**config.mk**
```make
export PLATFORM = sky130hd
export DESIGN_NAME = rv_wb_arbiter_flat
export DESIGN_NICKNAME = d
export VERILOG_FILES = /design/src/rtl/rv_wb_arbiter_pkg.sv /design/src/rtl/rv_wb_arbiter_if.sv /design/src/rtl/rv_wb_timeout.sv /design/src/rtl/rv_wb_arbiter.sv /design/src/flat_wrapper.sv
export SDC_FILE = /design/constraint.sdc
export NUM_CORES = 1
export LEC_CHECK = 0
export BUFFER_PORTS_ARGS = -buffer_cell sky130_fd_sc_hd__buf_2
export CORE_MARGIN = 5
export CORE_UTILIZATION = 40
export DETAILED_ROUTE_END_ITERATION = 7
export GPL_ROUTABILITY_DRIVEN = 0
export PLACE_DENSITY = 0.77
export SYNTH_ARGS = -nofsm -noshare
export SYNTH_HDL_FRONTEND = slang
export SYNTH_HIERARCHICAL = 1
export SYNTH_SLANG_ARGS = --single-unit
```
**constraint.sdc**
```tcl
create_clock -name i_clk -period 12.3 [get_ports i_clk]
set_input_delay 1.845 -clock i_clk [delete_from_list [all_inputs] [get_ports i_clk]]
set_output_delay 1.845 -clock i_clk [all_outputs]
set_load 0.02 [all_outputs]
```
**src/rtl/rv_wb_arbiter_pkg.sv**
```systemverilog
// Shared types and constants for the two-port Wishbone arbiter (rv_wb_arbiter).
package rv_wb_pkg;

  localparam int unsigned WB_AW = 32;
  localparam int unsigned WB_DW = 32;
  localparam int unsigned WB_SW = 4;
  localparam int unsigned WB_TW = 16;

  localparam logic [WB_SW-1:0] WB_SEL_WORD = 4'hF;

  typedef enum logic [1:0] {
    WB_IDLE  = 2'd0,
    WB_BUS_D = 2'd1,
    WB_BUS_I = 2'd2,
    WB_DONE  = 2'd3
  } wb_state_e;

  typedef enum logic {
    GRANT_D = 1'b0,
    GRANT_I = 1'b1
  } wb_grant_e;

  // Payload driven onto the Wishbone master pins for one transaction
  typedef struct packed {
    logic [WB_AW-1:0] adr;
    logic [WB_DW-1:0] dat;
    logic             we;
    logic [WB_SW-1:0] sel;
  } wb_req_t;

endpackage

```
**src/rtl/rv_wb_arbiter_if.sv**
```systemverilog
// Port bundle of rv_wb_arbiter: data/instruction request ports plus the Wishbone master pins.
interface rv_wb_arbiter_if;
  import rv_wb_pkg::*;

  logic             i_d_req;
  logic [WB_AW-1:0] i_d_adr;
  logic [WB_DW-1:0] i_d_dat;
  logic             i_d_we;
  logic [WB_SW-1:0] i_d_sel;
  logic             o_d_ack;
  logic             o_d_err;
  logic [WB_DW-1:0] o_d_dat;

  logic             i_i_req;
  logic [WB_AW-1:0] i_i_adr;
  logic             o_i_ack;
  logic             o_i_err;
  logic [WB_DW-1:0] o_i_dat;

  logic [WB_AW-1:0] o_wb_adr;
  logic [WB_DW-1:0] o_wb_dat;
  logic             o_wb_we;
  logic [WB_SW-1:0] o_wb_sel;
  logic             o_wb_stb;
  logic             o_wb_cyc;
  logic [WB_DW-1:0] i_wb_dat;
  logic             i_wb_ack;

  // Arbiter view: it is the Wishbone master
  modport master (
    input  i_d_req, i_d_adr, i_d_dat, i_d_we, i_d_sel,
    output o_d_ack, o_d_err, o_d_dat,
    input  i_i_req, i_i_adr,
    output o_i_ack, o_i_err, o_i_dat,
    output o_wb_adr, o_wb_dat, o_wb_we, o_wb_sel, o_wb_stb, o_wb_cyc,
    input  i_wb_dat, i_wb_ack
  );

  // Environment view: requesters and the Wishbone slave
  modport slave (
    output i_d_req, i_d_adr, i_d_dat, i_d_we, i_d_sel,
    input  o_d_ack, o_d_err, o_d_dat,
    output i_i_req, i_i_adr,
    input  o_i_ack, o_i_err, o_i_dat,
    input  o_wb_adr, o_wb_dat, o_wb_we, o_wb_sel, o_wb_stb, o_wb_cyc,
    output i_wb_dat, i_wb_ack
  );

endinterface

```
**src/rtl/rv_wb_timeout.sv**
```systemverilog
// Transaction watchdog: counter cleared on grant, counts stalled bus cycles, flags LIMIT.
module rv_wb_timeout
  import rv_wb_pkg::*;
#(
  parameter int unsigned LIMIT = 255
) (
  input  logic i_clk,
  input  logic i_reset,
  input  logic i_clr,
  input  logic i_en,
  output logic o_expire_c
);

  logic [WB_TW-1:0] r_count;

  always_ff @(posedge i_clk or posedge i_reset) begin
    if (i_reset) begin
      r_count <= '0;
    end else if (i_clr) begin
      r_count <= '0;
    end else if (i_en) begin
      r_count <= r_count + WB_TW'(1);
    end
  end

  assign o_expire_c = (r_count == WB_TW'(LIMIT));

endmodule

```
**src/rtl/rv_wb_arbiter.sv**
```systemverilog
// Two-port round-robin Wishbone master arbiter (data + instruction ports).
// Optional transaction timeout enabled by defining RV_WB_TIMEOUT_EN.
module rv_wb_arbiter
  import rv_wb_pkg::*;
#(
  parameter int unsigned TIMEOUT_CYCLES = 255
) (
  input logic            i_clk,
  input logic            i_reset,
  rv_wb_arbiter_if.master bus
);

  wb_state_e        r_state, w_state_nxt;
  wb_grant_e        r_last, w_last_nxt;
  wb_req_t          r_wb, w_wb_nxt;
  logic             r_cyc, w_cyc_nxt;
  logic             r_d_req, r_i_req;
  logic             r_d_ack, w_d_ack_nxt;
  logic             r_i_ack, w_i_ack_nxt;
  logic             r_d_err, w_d_err_nxt;
  logic             r_i_err, w_i_err_nxt;
  logic [WB_DW-1:0] r_d_dat, w_d_dat_nxt;
  logic [WB_DW-1:0] r_i_dat, w_i_dat_nxt;
  logic [WB_DW-1:0] w_rdat;
  logic             w_grant_d;
  logic             w_expire;

  // Data wins a tie only when instruction was granted last
  assign w_grant_d = r_d_req && (!r_i_req || (r_last == GRANT_I));

`ifdef RV_WB_TIMEOUT_EN
  logic w_tmo_clr;
  logic w_tmo_en;

  assign w_tmo_clr = (r_state == WB_IDLE) && (r_d_req || r_i_req);
  assign w_tmo_en  = ((r_state == WB_BUS_D) || (r_state == WB_BUS_I)) && !bus.i_wb_ack;

  rv_wb_timeout #(
    .LIMIT(TIMEOUT_CYCLES)
  ) u_timeout (
    .i_clk      (i_clk),
    .i_reset    (i_reset),
    .i_clr      (w_tmo_clr),
    .i_en       (w_tmo_en),
    .o_expire_c (w_expire)
  );
`else
  assign w_expire = 1'b0;
`endif

  // State and registered outputs
  always_ff @(posedge i_clk or posedge i_reset) begin
    if (i_reset) begin
      r_state <= WB_IDLE;
      r_last  <= GRANT_I;
      r_wb    <= '0;
      r_cyc   <= 1'b0;
      r_d_req <= 1'b0;
      r_i_req <= 1'b0;
      r_d_ack <= 1'b0;
      r_i_ack <= 1'b0;
      r_d_err <= 1'b0;
      r_i_err <= 1'b0;
      r_d_dat <= '0;
      r_i_dat <= '0;
    end else begin
      r_state <= w_state_nxt;
      r_last  <= w_last_nxt;
      r_wb    <= w_wb_nxt;
      r_cyc   <= w_cyc_nxt;
      // Requests are only captured while idle, so a stale request never re-arbitrates
      r_d_req <= (r_state == WB_IDLE) && bus.i_d_req;
      r_i_req <= (r_state == WB_IDLE) && bus.i_i_req;
      r_d_ack <= w_d_ack_nxt;
      r_i_ack <= w_i_ack_nxt;
      r_d_err <= w_d_err_nxt;
      r_i_err <= w_i_err_nxt;
      r_d_dat <= w_d_dat_nxt;
      r_i_dat <= w_i_dat_nxt;
    end
  end

  // Next-state and next-output logic
  always_comb begin
    w_state_nxt = r_state;
    w_last_nxt  = r_last;
    w_wb_nxt    = r_wb;
    w_cyc_nxt   = r_cyc;
    w_d_ack_nxt = 1'b0;
    w_i_ack_nxt = 1'b0;
    w_d_err_nxt = 1'b0;
    w_i_err_nxt = 1'b0;
    w_d_dat_nxt = r_d_dat;
    w_i_dat_nxt = r_i_dat;
    w_rdat      = bus.i_wb_ack ? bus.i_wb_dat : '0;

    case (r_state)
      WB_IDLE: begin
        if (w_grant_d) begin
          w_state_nxt  = WB_BUS_D;
          w_last_nxt   = GRANT_D;
          w_cyc_nxt    = 1'b1;
          w_wb_nxt.adr = bus.i_d_adr;
          w_wb_nxt.dat = bus.i_d_dat;
          w_wb_nxt.we  = bus.i_d_we;
          w_wb_nxt.sel = bus.i_d_sel;
        end else if (r_i_req) begin
          w_state_nxt  = WB_BUS_I;
          w_last_nxt   = GRANT_I;
          w_cyc_nxt    = 1'b1;
          w_wb_nxt.adr = bus.i_i_adr;
          w_wb_nxt.dat = '0;
          w_wb_nxt.we  = 1'b0;
          w_wb_nxt.sel = WB_SEL_WORD;
        end
      end
      WB_BUS_D, WB_BUS_I: begin
        // Ack takes priority over a coincident timeout
        if (bus.i_wb_ack || w_expire) begin
          w_state_nxt = WB_DONE;
          w_cyc_nxt   = 1'b0;
          if (r_state == WB_BUS_D) begin
            w_d_ack_nxt = 1'b1;
            w_d_err_nxt = !bus.i_wb_ack;
            w_d_dat_nxt = w_rdat;
          end else begin
            w_i_ack_nxt = 1'b1;
            w_i_err_nxt = !bus.i_wb_ack;
            w_i_dat_nxt = w_rdat;
          end
        end
      end
      WB_DONE: w_state_nxt = WB_IDLE;
      default: w_state_nxt = WB_IDLE;
    endcase
  end

  assign bus.o_wb_adr = r_wb.adr;
  assign bus.o_wb_dat = r_wb.dat;
  assign bus.o_wb_we  = r_wb.we;
  assign bus.o_wb_sel = r_wb.sel;
  assign bus.o_wb_stb = r_cyc;
  assign bus.o_wb_cyc = r_cyc;
  assign bus.o_d_ack  = r_d_ack;
  assign bus.o_d_err  = r_d_err;
  assign bus.o_d_dat  = r_d_dat;
  assign bus.o_i_ack  = r_i_ack;
  assign bus.o_i_err  = r_i_err;
  assign bus.o_i_dat  = r_i_dat;

endmodule

```
**src/flat_wrapper.sv**
```systemverilog
// flat-port wrapper written by rule: the top's interface ports become plain ports
module rv_wb_arbiter_flat import rv_wb_pkg::*;
#(
  parameter int unsigned TIMEOUT_CYCLES = 255
)
  (i_clk, i_reset, bus_i_d_req, bus_i_d_adr, bus_i_d_dat, bus_i_d_we, bus_i_d_sel, bus_o_d_ack, bus_o_d_err, bus_o_d_dat, bus_i_i_req, bus_i_i_adr, bus_o_i_ack, bus_o_i_err, bus_o_i_dat, bus_o_wb_adr, bus_o_wb_dat, bus_o_wb_we, bus_o_wb_sel, bus_o_wb_stb, bus_o_wb_cyc, bus_i_wb_dat, bus_i_wb_ack);
  rv_wb_arbiter_if bus_i ();
  input logic i_clk;
  input logic i_reset;
  input wire logic [$bits(bus_i.i_d_req)-1:0] bus_i_d_req;
  input wire logic [$bits(bus_i.i_d_adr)-1:0] bus_i_d_adr;
  input wire logic [$bits(bus_i.i_d_dat)-1:0] bus_i_d_dat;
  input wire logic [$bits(bus_i.i_d_we)-1:0] bus_i_d_we;
  input wire logic [$bits(bus_i.i_d_sel)-1:0] bus_i_d_sel;
  output wire logic [$bits(bus_i.o_d_ack)-1:0] bus_o_d_ack;
  output wire logic [$bits(bus_i.o_d_err)-1:0] bus_o_d_err;
  output wire logic [$bits(bus_i.o_d_dat)-1:0] bus_o_d_dat;
  input wire logic [$bits(bus_i.i_i_req)-1:0] bus_i_i_req;
  input wire logic [$bits(bus_i.i_i_adr)-1:0] bus_i_i_adr;
  output wire logic [$bits(bus_i.o_i_ack)-1:0] bus_o_i_ack;
  output wire logic [$bits(bus_i.o_i_err)-1:0] bus_o_i_err;
  output wire logic [$bits(bus_i.o_i_dat)-1:0] bus_o_i_dat;
  output wire logic [$bits(bus_i.o_wb_adr)-1:0] bus_o_wb_adr;
  output wire logic [$bits(bus_i.o_wb_dat)-1:0] bus_o_wb_dat;
  output wire logic [$bits(bus_i.o_wb_we)-1:0] bus_o_wb_we;
  output wire logic [$bits(bus_i.o_wb_sel)-1:0] bus_o_wb_sel;
  output wire logic [$bits(bus_i.o_wb_stb)-1:0] bus_o_wb_stb;
  output wire logic [$bits(bus_i.o_wb_cyc)-1:0] bus_o_wb_cyc;
  input wire logic [$bits(bus_i.i_wb_dat)-1:0] bus_i_wb_dat;
  input wire logic [$bits(bus_i.i_wb_ack)-1:0] bus_i_wb_ack;
  assign bus_i.i_d_req = bus_i_d_req;
  assign bus_i.i_d_adr = bus_i_d_adr;
  assign bus_i.i_d_dat = bus_i_d_dat;
  assign bus_i.i_d_we = bus_i_d_we;
  assign bus_i.i_d_sel = bus_i_d_sel;
  assign bus_o_d_ack = bus_i.o_d_ack;
  assign bus_o_d_err = bus_i.o_d_err;
  assign bus_o_d_dat = bus_i.o_d_dat;
  assign bus_i.i_i_req = bus_i_i_req;
  assign bus_i.i_i_adr = bus_i_i_adr;
  assign bus_o_i_ack = bus_i.o_i_ack;
  assign bus_o_i_err = bus_i.o_i_err;
  assign bus_o_i_dat = bus_i.o_i_dat;
  assign bus_o_wb_adr = bus_i.o_wb_adr;
  assign bus_o_wb_dat = bus_i.o_wb_dat;
  assign bus_o_wb_we = bus_i.o_wb_we;
  assign bus_o_wb_sel = bus_i.o_wb_sel;
  assign bus_o_wb_stb = bus_i.o_wb_stb;
  assign bus_o_wb_cyc = bus_i.o_wb_cyc;
  assign bus_i.i_wb_dat = bus_i_wb_dat;
  assign bus_i.i_wb_ack = bus_i_wb_ack;
  rv_wb_arbiter #(.TIMEOUT_CYCLES(TIMEOUT_CYCLES)) u_core (.i_clk(i_clk), .i_reset(i_reset), .bus(bus_i));
endmodule
```
==> results of run 1 <==
==> synthesized netlist by cell type <==
| library cell | count |
|---|---|
| nand2_1 | 2 |
| and3_1 | 1 |
| a2bb2oi_1 | 1 |
| inv_1 | 8 |
| nand3_1 | 1 |
| dfrtp_1 | 142 |
| mux2_2 | 65 |
| a21oi_1 | 32 |
| clkbuf_2 | 4 |
| buf_4 | 2 |
| and2_1 | 2 |
| conb_1 | 1 |
| a21boi_0 | 1 |
| o21ai_0 | 33 |
| ha_1 | 4 |
| nor2b_1 | 1 |
| buf_6 | 4 |
| nand2b_1 | 1 |
| o21a_1 | 1 |
| clkbuf_1 | 9 |
| nor2_1 | 36 |
| buf_2 | 16 |
| a31oi_1 | 32 |
| o22ai_1 | 3 |
| a22o_1 | 33 |
| buf_1 | 1 |
| dfstp_2 | 1 |
| mux2i_1 | 1 |
| nand3b_1 | 1 |
| o22a_1 | 4 |
==> cell families after synthesis <==
group	synth area share
simple gates	0.03281
other cells	0.0006600
flops	0.6300
fa+ha+maj	0.008809
buf+inv	0.04008
compound gates	0.1570
mux	0.1306
==> worst min path at each step <==
stage,startpoint,to,slack (ns),depth (start not counted)
final,u_core/bus.o_d_dat[26],u_core/bus.o_d_dat[26],0.50,1
after global routing,u_core/bus.o_d_dat[26],u_core/bus.o_d_dat[26],0.51,1
after CTS,u_core/bus.o_d_dat[26],u_core/bus.o_d_dat[26],0.50,1
after detailed placement,u_core/bus.o_wb_dat[7],u_core/bus.o_wb_dat[7],0.49,1
after global placement,u_core/bus.o_wb_dat[15],u_core/bus.o_wb_dat[15],0.48,1
after floorplan,u_core/r_last,u_core/r_last,0.48,2
==> registers in the layout, indices dropped and copies added, names as in the netlist, 2 cells and up <==
name                 cells
u_core/bus.o_d_dat      32
u_core/bus.o_i_dat      32
u_core/bus.o_wb_adr     32
u_core/bus.o_wb_dat     32
u_core/bus.o_wb_sel      4
u_core/r_state           2
==> metal layers <==
layer | GRT usage | vias up | wire length [um] | share of wire
met5 | 0 | - | 0 | 0
met4 | 0.08338 | 0 | 354 | 0.023
met3 | 0.04823 | 26 | 1193 | 0.076
met2 | 0.3180 | 204 | 8122 | 0.52
met1 | 0.2187 | 2237 | 6051 | 0.38
li1 | - | 2133 | - | -
==> metrics by stage <==
step	util	instance area, um^2	worst slack (ns)	hold WS, ns	power [mW]
after floorplan	-	5685	6.619	0.4838	1.486
after global placement	0.5162	7166	8.994	0.4825	1.820
after detailed placement	0.5162	7166	9.005	0.4852	1.847
after CTS	0.5612	7790	9.401	0.5009	2.392
after global routing	0.5614	7792	9.219	0.5079	2.504
final	0.5614	7792	9.430	0.4986	2.368
==> cell type report <==
type,instances,share of cell area
repair buffers,283,0.1840
flip-flops and latches,143,0.4594
clock buffers,21,0.06037
multi-input cells,257,0.2428
clock inverters,11,0.01975
well taps,180,0.02890
diodes,1,0.0003211
inverters,8,0.004496
==> power by group through the flow <==
stage | combinational [mW] | clock (mW) | sequential, mW
4_1_cts | 1.02 | 0.547 | 0.828
3_3_place_gp | 0.995 | 0 | 0.825
3_5_place_dp | 1.02 | 0 | 0.832
2_1_floorplan | 0.387 | 0 | 1.10
6_report | 1.01 | 0.535 | 0.827
5_1_grt | 1.08 | 0.571 | 0.855
==> qor.txt, run 1 <==
status: complete, no violations
CTS tree: built
CTS resizes: 0
initial core utilization: 0.4093
WP buf/inv: 1
most common cell after layout, fill and taps aside: buf_2
Worst Setup SP: u_core/bus.o_wb_cyc
number of fill cells in the layout: 1249
net switching power: 923.7 uW
Power Internal: 1.444 mW
top cell type's share of synthesized area: 0.6254
WL final: 15720 um
Die Height: 129.2 um
Max rail drop VDD: 0.0001257 V
row count: 43
family with the most delay on the worst path: flip-flops
register area: 0.003580 mm^2
area leader, netlist: dfrtp_1
Sequential Power Share: 0.349
CTS H-tree depth: 4
synth unique cells: 30
Switching Fraction: 0.3901
Synth area leaders: dfrtp_1 63%, mux2_2 13%, a22o_1 5.1%
Non-Filler Instances: 904
register area share after synthesis: 0.6300
post-route ant nets: 0
P&R area growth vs syn: 37.15%
port buffer count: 276
Tcrit/Tclk final: 0.2333
flops & latches, synth: 143
Slew HR: 0.1568
hpwl dp: 11070 um
CP Max Fanout: 4
Die W: 129.2 um
Tot GR Track Use: 0.1852
Worst setup endpoint: bus_o_wb_cyc
most frequent cells in the layout: 276 x buf_2, 142 x dfrtp_1, 65 x mux2_2
initial antenna violation count: 1
Clk network pwr share: 0.226
largest net degree at the start of global routing: 89
TNS Setup: 0 ns
Clock Path Buffers: 2
synthesized netlist cell count: 443
Synth Warn #: 6
CP peak stage delay: 0.42 ns
CTS clk-pin slew, worst paths: 0.06 ns
total clock buffers created by CTS: 17
multi-input logic area: 0.001892 mm^2
Arr. time, crit path: 1.02 ns
Worst Hold Class: reg -> reg
Setup crit end kind: output pin
share of cells above drive strength 1: 0.5297
crit path max-delay cell type: dfrtp_1
Crit path depth: 1
drt wl/cell: 17.39 um
Mapped Area: 0.005682 mm^2
Final Hold Fails: 0
core box area: 0.01388 mm^2
placed insts: 871
Least-Margin Pin Slew: 1.265 ns
pwr dens: 303.8 mW/mm^2
Peak Freq: 348.5 MHz
final number of setup-violating endpoints: 0
Worst-Skew Late Latency: 0.41 ns
FF-to-FF End: u_core/bus.o_wb_dat[19]
CP Data Required Time: 10.45 ns
Worst R2R Path Depth: 4
total vias in the final route: 4600
RSZ-0062 raised after global routing: false
Combinational Power Share: 0.425
Slew Limit Fails: 0
clock skew: 0.006629 ns
Post-CTS Setup Inserts: 0
Remaining Overflow, GRT: 0
io pins: 277
synthesized area per cell: 12.83 um^2
area of the die: 0.01669 mm^2
CTS Hold Buffers Added: 0
static leakage: 3.911 nW
Max-Cap Viols: 0
Clock Tree Root: clkbuf_16
Tmin final: 2.870 ns
drc violations: 0
Vias/cell: 5.088
first-pass GRT wire length: 24400 um
flop2flop setup slack: 9.88 ns
crit-path cells: buf_2
vias in the first global route: 4833
R2R Path Start: u_core/r_last
iteration-0 DRC count of the detailed router: 217
clk sinks: 143
Critical Path Start Type: flip-flop
Initial DRT Pass Iterations: 5
final net count: 852
Setup CP Type: reg -> out
No activity file was read; power rests on OpenSTA's default activity.
==> run 2, diff against run 1 <==
Clock period 12.3 ns to 2.7 ns, I/O delays scaled along.
==> qor.txt, run 2 (synthesis gave the netlist of run 1 again) <==
Peak Freq: 497.2 MHz
Tcrit/Tclk final: 0.7449
diodes inserted: 0 (-1)
Die Height: 129.2 um (unchanged)
clock skew: 0.009477 ns (+0.002848 ns)
Final Hold Fails: 0 (unchanged)
Post-Place Setup Slack: 0.6758 ns (-8.329 ns)
Placed Instance Area: 0.007264 mm^2 (+1.4%)
vias in the first global route: 4822 (-0.23%)
initial antenna violation count: 0 (-1)
final core utilization: 0.5633 (+0.001892)
area of the die: 0.01669 mm^2 (unchanged)
flop2flop setup slack: 0.69 ns (-9.19 ns)
placed insts: 876 (+0.57%)
most common cell after layout, fill and taps aside: buf_2
crit-path cells: inv_1 -> ha_1 -> nand3b_1 -> buf_12 -> mux2_2
first-pass GRT wire length: 24470 um (+0.28%)
final net count: 857 (+0.59%)
R2R Path Start: u_core/r_state[0]
final number of setup-violating endpoints: 0 (unchanged)
Setup CP Type: reg -> reg
Tmin final: 2.011 ns
Least-Margin Pin Slew: 0.8730 ns (-0.3918 ns)
Max-Cap Viols: 0 (unchanged)
Worst Hold Class: in -> async
initial core utilization: 0.4093 (unchanged)
row count: 43 (unchanged)
status: complete, no violations
register area: 0.003580 mm^2 (unchanged)
clk sinks: 143 (unchanged)
drt wl/cell: 17.06 um (-1.9%)
hpwl dp: 11290 um (+2.0%)
port buffer count: 276 (unchanged)
WL final: 15470 um (-1.6%)
Worst-Skew Late Latency: 0.41 ns (about the same)
Post-CTS Setup Inserts: 0 (unchanged)
CP Data Required Time: 2.99 ns (-7.46 ns)
Final Cell Area: 0.007819 mm^2 (+0.34%)
core box area: 0.01388 mm^2 (unchanged)
Worst R2R Path Depth: 5 (+1)
RSZ-0062 raised after global routing: false
Arr. time, crit path: 2.30 ns (+1.28 ns)
drc violations: 0 (unchanged)
CTS tree: built
largest net degree at the start of global routing: 65 (-27%)
Clock Tree Root: clkbuf_16
Clock Path Buffers: 2 (unchanged)
Tot GR Track Use: 0.1845 (-0.0007800)
fin worst setup slack: 0.6889 ns (-8.741 ns)
pwr dens: 1356 mW/mm^2 (+350%)
Worst setup endpoint: u_core/bus.o_i_dat[12]
Slew Limit Fails: 0 (unchanged)
hold slack: 0.08616 ns (-0.4124 ns)
number of fill cells in the layout: 1185 (-5.1%)
iteration-0 DRC count of the detailed router: 223 (+2.8%)
total power: 10.60 mW (+350%)
Remaining Overflow, GRT: 0 (unchanged)
CTS Hold Buffers Added: 0 (unchanged)
P&R area growth vs syn: 37.61%
multi-input logic area: 0.001892 mm^2 (unchanged)
static leakage: 3.934 nW (+0.61%)
CTS H-tree depth: 4 (unchanged)
io pins: 277 (unchanged)
post-route ant nets: 0 (unchanged)
CP peak stage delay: 0.45 ns (+0.03 ns)
total vias in the final route: 4606 (+0.13%)
share of cells above drive strength 1: 0.5296 (about the same)
CP Max Fanout: 23 (+19)
most frequent cells in the layout: 276 x buf_2, 142 x dfrtp_1, 65 x mux2_2
Max rail drop VDD: 0.0006291 V (+400%)
Initial DRT Pass Iterations: 5 (unchanged)
Vias/cell: 5.078 (-0.20%)
Critical Path Start Type: flip-flop
Non-Filler Instances: 907 (+0.33%)
total clock buffers created by CTS: 17 (unchanged)
FF-to-FF End: u_core/bus.o_i_dat[12]
crit path max-delay cell type: nand3b_1
Setup crit end kind: flip-flop
CTS clk-pin slew, worst paths: 0.06 ns (about the same)
Slew HR: 0.4174 (+0.2605)
CTS resizes: 0 (unchanged)
TNS Setup: 0 ns (unchanged)
Worst Setup SP: u_core/r_state[0]
Die W: 129.2 um (unchanged)
-- run 2: power breakdown --
group / internal (mW) / total, mW / switching [mW]
combinational: 1.88 / 4.66 / 2.77
clock: 1.35 / 2.19 / 0.846
sequential: 3.21 / 3.75 / 0.541
total: 6.44 / 10.6 / 4.16
-- run 2: worst max-delay path, delay by kind of cell, from the launching register on --
kind                     cells  cell delay, ns
buffers and inverters        2            0.33
multiplexers                 1            0.35
adder cells (fa/ha/maj)      1            0.34
flip-flops                   1            0.40
AND/OR/NAND/NOR              1            0.45
-- run 2: worst min-delay path by stage --
stage	from	endpoint	cells past startpoint
3_5_place_dp	u_core/bus.o_d_dat[8]	u_core/bus.o_d_dat[8]	1
3_3_place_gp	u_core/bus.o_d_dat[15]	u_core/bus.o_d_dat[15]	1
5_1_grt	i_reset	u_core/bus.o_d_dat[9]	2
6_report	i_reset	u_core/bus.o_d_dat[9]	2
4_1_cts	i_reset	u_core/bus.o_d_dat[12]	2
2_1_floorplan	u_core/r_last	u_core/r_last	2
-- run 2: layer usage --
layer  GRT usage  wire length [um]  part of all wire  vias to the layer above
met1      0.2204              5900              0.38                     2233
met4     0.07227               388             0.025                        0
li1            -                 -                 -                     2142
met5           0                 0                 0                        -
met3     0.05111              1221             0.079                       25
met2      0.3168              7962              0.51                      206
-- run 2: cell type report --
type / count / share of cell area
Clock buffer: 20 / 0.05585
Clock inverter: 11 / 0.01504
Inverter: 8 / 0.004321
Multi-Input combinational cell: 257 / 0.2420
Sequential cell: 143 / 0.4578
Tap cell: 180 / 0.02880
Timing Repair Buffer: 288 / 0.1962
